`src/rtl/mouse_event_fifo.sv`:
```
// Show-ahead mouse sample FIFO: a push at edge N is visible on the outputs after edge N; pops update the head after the edge.
// Input is never stalled (full drops new or oldest per DROP_OLD); optional MOUSE_EVENT_FIFO_COALESCE_EN merges same-button moves into the tail.
module mouse_event_fifo #(
  parameter int POS_W    = 12,
  parameter int DEPTH    = 4,
  parameter int DROP_OLD = 0
) (
  input  logic                       clk100MHz,
  input  logic                       rst_n,
  input  logic [POS_W-1:0]           xpos_in,
  input  logic [POS_W-1:0]           ypos_in,
  input  logic                       left_in,
  input  logic                       right_in,
  input  logic                       in_valid,
  output logic                       in_ready,
  output logic [POS_W-1:0]           xpos_out,
  output logic [POS_W-1:0]           ypos_out,
  output logic                       left_out,
  output logic                       right_out,
  output logic                       out_valid,
  input  logic                       out_ready,
  output logic [$clog2(DEPTH+1)-1:0] level,
  output logic                       overflow,
  input  logic                       clr_overflow
);

  localparam int PTR_W = $clog2(DEPTH);
  localparam int LVL_W = $clog2(DEPTH+1);

  logic [POS_W-1:0] mem_x [DEPTH];
  logic [POS_W-1:0] mem_y [DEPTH];
  logic             mem_l [DEPTH];
  logic             mem_r [DEPTH];

  logic [PTR_W-1:0] wr_ptr, rd_ptr, wr_idx;
  logic push, pop, full, coalesce;
  logic wr_en, wr_adv, rd_adv, lvl_inc, ovf_set;

  assign full      = (level == LVL_W'(DEPTH));
  assign in_ready  = !full;
  assign out_valid = (level != '0);
  assign push      = in_valid;
  assign pop       = out_valid & out_ready;

  assign xpos_out  = mem_x[rd_ptr];
  assign ypos_out  = mem_y[rd_ptr];
  assign left_out  = mem_l[rd_ptr];
  assign right_out = mem_r[rd_ptr];

`ifdef MOUSE_EVENT_FIFO_COALESCE_EN
  logic [PTR_W-1:0] tail_ptr;
  assign tail_ptr = wr_ptr - PTR_W'(1);
  // The tail must never be the head being presented, so a single entry is never merged.
  assign coalesce = push
                 && (left_in == mem_l[tail_ptr]) && (right_in == mem_r[tail_ptr])
                 && ((level >= LVL_W'(2))
                     || ((level >= LVL_W'(1)) && pop && (tail_ptr != rd_ptr)));
`else
  assign coalesce = 1'b0;
`endif

  always_comb begin
    wr_en   = 1'b0;
    wr_idx  = wr_ptr;
    wr_adv  = 1'b0;
    rd_adv  = pop;
    lvl_inc = 1'b0;
    ovf_set = 1'b0;
    if (push) begin
      if (coalesce) begin
        wr_en  = 1'b1;
        wr_idx = wr_ptr - PTR_W'(1);
      end else if (!full || pop) begin
        wr_en   = 1'b1;
        wr_adv  = 1'b1;
        lvl_inc = 1'b1;
      end else if (DROP_OLD != 0) begin
        // Overwrite the oldest slot and slide the head past it; level stays at DEPTH.
        wr_en   = 1'b1;
        wr_adv  = 1'b1;
        rd_adv  = 1'b1;
        ovf_set = 1'b1;
      end else begin
        ovf_set = 1'b1;
      end
    end
  end

  always_ff @(posedge clk100MHz or negedge rst_n) begin
    if (!rst_n) begin
      for (int i = 0; i < DEPTH; i++) begin
        mem_x[i] <= '0;
        mem_y[i] <= '0;
        mem_l[i] <= 1'b0;
        mem_r[i] <= 1'b0;
      end
    end else if (wr_en) begin
      mem_x[wr_idx] <= xpos_in;
      mem_y[wr_idx] <= ypos_in;
      mem_l[wr_idx] <= left_in;
      mem_r[wr_idx] <= right_in;
    end
  end

  always_ff @(posedge clk100MHz or negedge rst_n) begin
    if (!rst_n) begin
      wr_ptr   <= '0;
      rd_ptr   <= '0;
      level    <= '0;
      overflow <= 1'b0;
    end else begin
      if (wr_adv) wr_ptr <= wr_ptr + PTR_W'(1);
      if (rd_adv) rd_ptr <= rd_ptr + PTR_W'(1);
      case ({lvl_inc, pop})
        2'b10:   level <= level + LVL_W'(1);
        2'b01:   level <= level - LVL_W'(1);
        default: level <= level;
      endcase
      if (ovf_set)           overflow <= 1'b1;
      else if (clr_overflow) overflow <= 1'b0;
    end
  end

endmodule

```
`config.mk`:
```
export PLATFORM = sky130hd
export DESIGN_NAME = mouse_event_fifo
export DESIGN_NICKNAME = d
export VERILOG_FILES = /design/src/rtl/mouse_event_fifo.sv
export SDC_FILE = /design/constraint.sdc
export NUM_CORES = 1
export LEC_CHECK = 0
export CAP_MARGIN = 5
export CORE_MARGIN = 5
export CORE_UTILIZATION = 50
export DETAILED_ROUTE_END_ITERATION = 10
export GPL_ROUTABILITY_DRIVEN = 0
export PLACE_DENSITY = 0.82
export SETUP_SLACK_MARGIN = 0.3
export SLEW_MARGIN = 15
export SYNTH_ARGS = -nofsm -noshare
export SYNTH_HDL_FRONTEND = slang
export SYNTH_SLANG_ARGS = --single-unit
export TNS_END_PERCENT = 1
```
`constraint.sdc`:
```
create_clock -name clk100MHz -period 2.68 [get_ports clk100MHz]
set_clock_uncertainty 0.15 [all_clocks]
set_input_delay 0.268 -clock clk100MHz [delete_from_list [all_inputs] [get_ports clk100MHz]]
set_output_delay 0.268 -clock clk100MHz [all_outputs]
set_load 0.05 [all_outputs]
```
==> results of run 1 <==
==> stage by stage <==
stage                     hold slack, ns  cells  cell area, sq um  utilization, %
after floorplan                   -0.178    293              4980               -
after global placement             0.191    483              6030            61.9
after detailed placement           0.191    483              6030            61.9
after CTS                          0.300    499              6200            63.8
after global routing               0.286    499              6210            63.8
final                              0.313    499              6210            63.8
==> worst max path at each step <==
stage,start,endpoint,slack [ns],cells after the start
3_5_place_dp,out_ready,level[2],0.17,9
4_1_cts,level[1],out_valid,0.32,2
3_3_place_gp,out_ready,mem_y[27],0.22,5
6_report,rd_ptr[0],xpos_out[0],0.45,3
2_1_floorplan,level[0],level[2],0.30,8
5_1_grt,rd_ptr[0],xpos_out[0],0.33,3
==> kinds of logic after synthesis <==
family	count (synthesis)
flops	112
simple gates	15
xor+xnor	6
buf+inv	20
fa+ha+maj	6
mux	132
compound gates	2
==> cell type report <==
type	count	area share, %
clock buffer	9	2.00
clock inverter	6	0.706
inverter	6	0.363
multi-input combinational	161	33.2
sequential	112	45.2
tap	133	2.68
timing repair buffer	72	15.8
==> state kept, by name, summed over array words and instances (netlist names) <==
| name | flops |
|---|---|
| mem_y | 48 |
| wr_ptr | 2 |
| mem_x | 48 |
| level | 3 |
| overflow | 1 |
| rd_ptr | 2 |
| mem_r | 4 |
| mem_l | 4 |
==> layout by cell type, fill, tap and decap left out, drive strengths merged, types with 5 or more instances in the layout <==
| cell | n |
|---|---|
| dfrtp | 112 |
| mux2 | 105 |
| buf | 36 |
| clkdlybuf4s50 | 34 |
| mux4 | 26 |
| clkbuf | 9 |
| inv | 8 |
| nand2 | 6 |
| nor2 | 5 |
| ha | 5 |
==> routing by layer <==
metal,wire length (um),part of all wire (%),global-route usage [%]
met1,4130,44,22.7
met3,338,3.6,4.93
met4,119,1.3,4.54
met2,4730,51,28.0
met5,0,0,0
==> what timing repair did <==
action / 4_1_cts / 5_1_grt
resized for setup: 0 / 1
setup endpoints to repair: 0 / 1
buffers inserted: 0 / 0
hold buffers: 1 / 0
hold endpoints to repair: 49 / 0
==> results.cfg, run 1 <==
[die]
rows = 36
die_h_um = 110
pin_count = 63
die_x_um = 110
start_util_pct = 51.0
die-area_sq_um = 12000
core_area_sq_um = 9730

[global_route]
grt_pass1_wl_mm = 15.3
antenna_found_initial = 0
grt_overflow_total = 0
grt_max_degree = 52
grtUsageTotal_pct = 17.1
grt_pass1_vias = 3012

[timing]
setup_viol = 0
min_period_ns = 2.23
drv_slew = 0
setup_tns_ns = 0
fin_crit_sh_pct = 83.0
finalWorstSetupSlack_ns = 0.455
finalHoldViolCount = 0
max_freq_mhz = 449
relSlewSlack_pct = 41.0
worst_pin_slew_ns = 0.883
rsz0062_at_grt = no

[placement]
hpwl_mm = 6.22
numPortBuffers = 62
dp_slack_ns = 0.171

[setup_path]
slowest_delay_ns = 0.61
critical_path_class = reg2out
cp.arrival_ns = 1.81
cp_max_fo = 15
rrSetupSlack_ns = 0.47
rr_startpoint = level[0]
cpLargestDelayFamily = multiplexers
path_cells = buf_4 > mux4_2 > buf_12
r2r_cells = 8
end_kind = primary output
slowest_stage = mux4_2
rr_endpoint = level[2]
cp.required_ns = 2.26
start_kind = register
crit_buf_inv = 2

[logic_synthesis]
ys_ff_latch = 112
synthesis.area_sq_um = 4960
synth_xor_area_share_pct = 1.06
synth_top_family_by_area = multiplexers
synth-async-reset-ratio_pct = 100
synthSimpleGateAreaFrac_pct = 1.87
synth_nets = 330
synth_top_area_cell = dfrtp_1
yosysMostFrequentCell = dfrtp_1
yosys.area.top_type_share_pct = 56.5
seq_area_frac_synth_pct = 56.5
synth_compound_area_share_pct = 0.277
synthAdderAreaFrac_pct = 1.66
avgSynthCellArea_sq_um = 16.9
synthCells = 293
yosys-top-cells-area = dfrtp_1, mux2_2, mux4_2
synthMuxAreaShare_pct = 35.8
ys_types = 22
yosysWarnings = 0
synth.top_cells.by_count = dfrtp_1, mux2_2, mux4_2
synth_edf_count = 0
synth_ff_type = dfrtp_1

[drt]
wl_mm = 9.32
drt_first_pass_iters = 4
routedWlPerCell_um = 18.7
drt_iter0_drc = 73
vias = 2699
drc = 0
ant_nets = 0
avgViaCountPerCell = 5.41

[finish]
multi_input_area_sq_um = 2060
diodes = 0
nets = 399
syn2layout_area_growth_pct = 25.1
seqCellArea_sq_um = 2810
fillerInstances = 714
drive_gt1_share_pct = 52.7

[clock_network]
clk_transition_reported_paths_ns = 0.10
cts_buffers = 9
clockRootBuffer = clkbuf_8
clock_latency_ns = 0.36
cts_tree = done
clockBufferDepth = 2
cts.sinks = 112
htreeDepth = 3

[flow_run]
maxCapViolCount = 0

[min_path]
hold_path.class = in2async

[run_status]
outcome = completed
Power of run 1 is left out: the tool's default activity adds up to more than one toggle a clock period on the data nets, which glitch-free logic cannot reach.
==> inputs of run 2 (changes only) <==
--- a/config.mk
+++ b/config.mk
@@ -10,7 +10,7 @@
 export CORE_UTILIZATION = 50
 export DETAILED_ROUTE_END_ITERATION = 10
 export GPL_ROUTABILITY_DRIVEN = 0
-export PLACE_DENSITY = 0.82
+export PLACE_DENSITY = 0.85
 export SETUP_SLACK_MARGIN = 0.3
 export SLEW_MARGIN = 15
 export SYNTH_ARGS = -nofsm -noshare
==> constraint.sdc (replaced) <==
create_clock -name clk100MHz -period 1.9 [get_ports clk100MHz]
set_clock_uncertainty 0.15 [all_clocks]
set_input_delay 0.19 -clock clk100MHz [delete_from_list [all_inputs] [get_ports clk100MHz]]
set_output_delay 0.19 -clock clk100MHz [all_outputs]
set_load 0.05 [all_outputs]
==> run 2 against run 1 <==
The flow now finishes with violations (negative setup slack). Global-route usage up 1.6 points. Critical path depth unchanged. Utilization up 2.0 points. Critical endpoint is now ypos_out[7].
==> results.cfg, run 2 (synthesis results as in run 1) <==
[drt]
drt_first_pass_iters = 4
wl_mm = 10.2
drc = 0
drt_iter0_drc = 86
vias = 2818
avgViaCountPerCell = 5.51
ant_nets = 0
routedWlPerCell_um = 19.9

[global_route]
grt_pass1_wl_mm = 16.8
antenna_found_initial = 0
grt_max_degree = 44
grt_pass1_vias = 3155
grtUsageTotal_pct = 18.8
grt_overflow_total = 0

[setup_path]
cp_max_fo = 17
crit_end = ypos_out[7]
critical_path_class = reg2out
critPathLaunch = rd_ptr[0]
cp.arrival_ns = 1.74
rr_endpoint = level[2]
start_kind = register
r2r_cells = 8
end_kind = primary output
rr_startpoint = level[1]
rrSetupSlack_ns = -0.11
cp.required_ns = 1.56

[finish]
final_common_cell = dfrtp_1
syn2layout_area_growth_pct = 29.0
final_cells = 511
multi_input_area_sq_um = 2170
fillerInstances = 691
nets = 410
seqCellArea_sq_um = 2810
fin_util_pct = 65.8
reg.largest.list = mem_x: 48 flops, mem_y: 48 flops
layout_common_cells = dfrtp_1, mux2_2, clkdlybuf4s50_1, buf_12, mux4_2
diodes = 0
drive_gt1_share_pct = 57.9

[timing]
setup_tns_ns = -4.03
setup_viol = 40
worst_pin_slew_ns = 0.567
fin_crit_sh_pct = 110
drv_slew = 0
max_freq_mhz = 480
finalHoldViolCount = 0
finalWorstSetupSlack_ns = -0.182
rsz0062_at_grt = yes
min_period_ns = 2.08
relSlewSlack_pct = 62.1

[die]
rows = 36
start_util_pct = 51.0
pin_count = 63
die_x_um = 110
die-area_sq_um = 12000
die_h_um = 110
core_area_sq_um = 9730

[placement]
hpwl_mm = 6.43
dp_slack_ns = -0.530
dp_cells = 490
numPortBuffers = 62

[clock_network]
htreeDepth = 3
clock_latency_ns = 0.36
clockBufferDepth = 2
cts_tree = done
clk_transition_reported_paths_ns = 0.11
cts.sinks = 112
cts_buffers = 9
clockRootBuffer = clkbuf_8

[run_status]
outcome = finished, violations left
violations = negative setup slack

[flow_run]
maxCapViolCount = 0

[min_path]
hold_path.class = in2async
[run 2: changes by cell type in the layout (fill, tap and decap cells not counted), moves of 3 or more]
cell             delta
buf_6               +3
buf_4               +8
inv_2               +4
mux2_4             +12
nand2_2             +3
nand2_1             -4
mux2_2             -12
nor2_4              +4
inv_1               -4
clkdlybuf4s50_1     -5
[run 2: how the worst min path moves through the flow]
stage          cells past startpoint        end  startpoint  slack [ns]
2_1_floorplan                      0   level[0]       rst_n       -0.26
3_3_place_gp                       1  mem_x[47]       rst_n        0.01
3_5_place_dp                       1  mem_x[11]       rst_n        0.02
4_1_cts                            2  mem_x[11]       rst_n        0.16
5_1_grt                            2  mem_x[11]       rst_n        0.20
6_report                           2  mem_x[47]       rst_n        0.15
[run 2: per-layer routing]
metal | part of all wire [%] | track usage (%) | vias up
met3 | 4.6 | 3.82 | 21
met1 | 43 | 25.7 | 1485
met5 | 0 | 0 | -
li1 | - | - | 1245
met2 | 50 | 29.8 | 67
met4 | 2.5 | 7.30 | 0
[run 2: worst max-delay path, stage by stage (launching register included)]
cell	delay (ns)
dfrtp_2	0.42
buf_12	0.20
mux4_2	0.58
buf_12	0.18
[run 2: timing repair]
item,CTS,global route
cloned,4,0
endpoints found under the setup margin,137,136
setup buffers,0,0
hold endpoints to repair,32,0
hold buffers,1,0
resized for setup,26,4
pin swaps,12,4
[run 2: layout make-up]
| type | count | share of cell area, % |
|---|---|---|
| multi-input combinational | 165 | 33.9 |
| timing repair buffer | 79 | 16.3 |
| clock inverter | 5 | 0.626 |
| sequential | 112 | 43.9 |
| clock buffer | 11 | 2.37 |
| tap | 133 | 2.60 |
| inverter | 6 | 0.352 |
[run 2: stage by stage]
step | hold slack [ns] | area (sq um)
CTS | 0.159 | 6390
detailed placement | 0.0228 | 6080
finish | 0.149 | 6400
floorplan | -0.256 | 4990
global placement | 0.0126 | 6080
global route | 0.198 | 6400
Power of run 2 is left out for the same reason.
==> inputs of run 3 (changes only) <==
--- a/config.mk
+++ b/config.mk
@@ -10,7 +10,7 @@
 export CORE_UTILIZATION = 50
 export DETAILED_ROUTE_END_ITERATION = 10
 export GPL_ROUTABILITY_DRIVEN = 0
-export PLACE_DENSITY = 0.85
+export PLACE_DENSITY = 0.83
 export SETUP_SLACK_MARGIN = 0.3
 export SLEW_MARGIN = 15
 export SYNTH_ARGS = -nofsm -noshare
==> constraint.sdc (replaced) <==
create_clock -name clk100MHz -period 1.82 [get_ports clk100MHz]
set_clock_uncertainty 0.15 [all_clocks]
set_input_delay 0.182 -clock clk100MHz [delete_from_list [all_inputs] [get_ports clk100MHz]]
set_output_delay 0.182 -clock clk100MHz [all_outputs]
set_load 0.05 [all_outputs]
==> run 3 against run 2 <==
The run still ends with negative setup slack left. Die area did not move. Register-to-register slack got worse by 0.11 ns. Wire length fell by 4.0%. Final cell count rose by 1.4%. First-iteration DRC count rose by 58%. Highest routed layer unchanged. Global-route usage fell by 0.67 points. Critical path depth did not move.
==> results.cfg, run 3 (synthesis results as in run 1) <==
[run_status]
outcome = finished, violations left
violations = negative setup slack

[timing]
finalWorstSetupSlack_ns = -0.248
max_freq_mhz = 484
setup_viol = 29
worst_pin_slew_ns = 0.408
fin_crit_sh_pct = 114
hold_slack_ns = 0.142
rsz0062_at_grt = yes
min_period_ns = 2.07
relSlewSlack_pct = 72.8
drv_slew = 0
finalHoldViolCount = 0

[global_route]
grt_pass1_vias = 3192
grtUsageTotal_pct = 18.1
grt_max_degree = 54
grt_overflow_total = 0
grt_pass1_wl_mm = 16.4
antenna_found_initial = 0

[die]
core_area_sq_um = 9730
die_x_um = 110
pin_count = 63
start_util_pct = 51.0
rows = 36
die-area_sq_um = 12000
die_h_um = 110

[setup_path]
crit_buf_inv = 2
cp.arrival_ns = 1.74
start_kind = register
end_kind = primary output
slowest_stage = mux4_2
slowest_delay_ns = 0.58
cp_common_cell = buf_12
path_cells = buf_12 > mux4_2 > buf_12
cp_max_fo = 15
rrSetupSlack_ns = -0.22
cp.required_ns = 1.49
critical_path_class = reg2out
cpLargestDelayFamily = multiplexers

[finish]
syn2layout_area_growth_pct = 32.2
nets = 417
layout_common_cells = dfrtp_1, mux2_2, buf_12
final_common_cell = dfrtp_1
reg.largest.list = mem_x: 48 flops, mem_y: 48 flops
drive_gt1_share_pct = 57.9
fillerInstances = 655
diodes = 0
fin_util_pct = 67.4

[flow_run]
maxCapViolCount = 0

[min_path]
hold_path.class = in2async

[drt]
wl_mm = 9.75
avgViaCountPerCell = 5.39
drt_first_pass_iters = 4
drt_iter0_drc = 136
ant_nets = 0
vias = 2791
drc = 0
routedWlPerCell_um = 18.8

[clock_network]
cts_tree = done
clockBufferDepth = 2
clockRootBuffer = clkbuf_8
cts.sinks = 112
clk_transition_reported_paths_ns = 0.09
htreeDepth = 3
cts_buffers = 9
clock_latency_ns = 0.36

[placement]
numPortBuffers = 62
hpwl_mm = 6.70
==> run 3: changes by cell type in the layout (fill, tap and decap cells not counted), sizes merged <==
| cell | previous run | this run |
|---|---|---|
| clkdlybuf4s15 | 1 | 0 |
| nor2 | 9 | 5 |
| clkbuf | 11 | 13 |
| clkinv | 1 | 2 |
| inv | 7 | 6 |
| clkinvlp | 3 | 0 |
| buf | 48 | 60 |
| bufinv | 0 | 1 |
==> run 3: final timing paths <==
path / from / endpoint / cells past startpoint
worst max-delay path: rd_ptr[0] / xpos_out[1] / 3
worst min-delay path: rst_n / mem_l[1] / 2
worst max register to register: level[0] / level[2] / 8
worst min register to register: mem_y[6] / mem_y[6] / 1
max in group asynchronous: rst_n / mem_x[19] / 3
min in group clk100MHz: clr_overflow / overflow / 2
==> run 3: area by class of cell <==
| cell class | instances | area, sq um | area share, % |
|---|---|---|---|
| Tap cell | 133 | 166 | 2.54 |
| Timing Repair Buffer | 90 | 1240 | 18.9 |
| Inverter | 6 | 22.5 | 0.343 |
| Multi-Input combinational cell | 161 | 2120 | 32.3 |
| Sequential cell | 112 | 2810 | 42.8 |
| Clock inverter | 3 | 40.0 | 0.610 |
| Clock buffer | 13 | 159 | 2.42 |
==> run 3: layer usage <==
layer | global-route usage (%) | part of all wire [%] | wire [um] | up-vias
met1 | 23.5 | 43 | 4170 | 1486
met2 | 30.6 | 52 | 5120 | 51
li1 | - | - | - | 1248
met5 | 0 | 0 | 0 | -
met3 | 5.11 | 3.9 | 384 | 6
met4 | 3.83 | 0.83 | 81 | 0
==> run 3: what timing repair did <==
action,4_1_cts,5_1_grt
pin swaps,6,6
setup buffers,1,2
setup endpoints to repair,137,139
hold endpoints to repair,112,0
hold buffers,1,0
resized for setup,10,22
==> run 3: per-stage QoR <==
step	cells	setup TNS (ns)	setup slack [ns]	area, sq um
after floorplan	293	-5.15	-0.515	4990
after global placement	498	-13.36	-0.437	6210
after detailed placement	498	-16.26	-0.510	6210
after CTS	516	-6.81	-0.289	6460
after global routing	518	-8.26	-0.378	6560
final	518	-5.90	-0.248	6560
Power of run 3 is left out for the same reason.
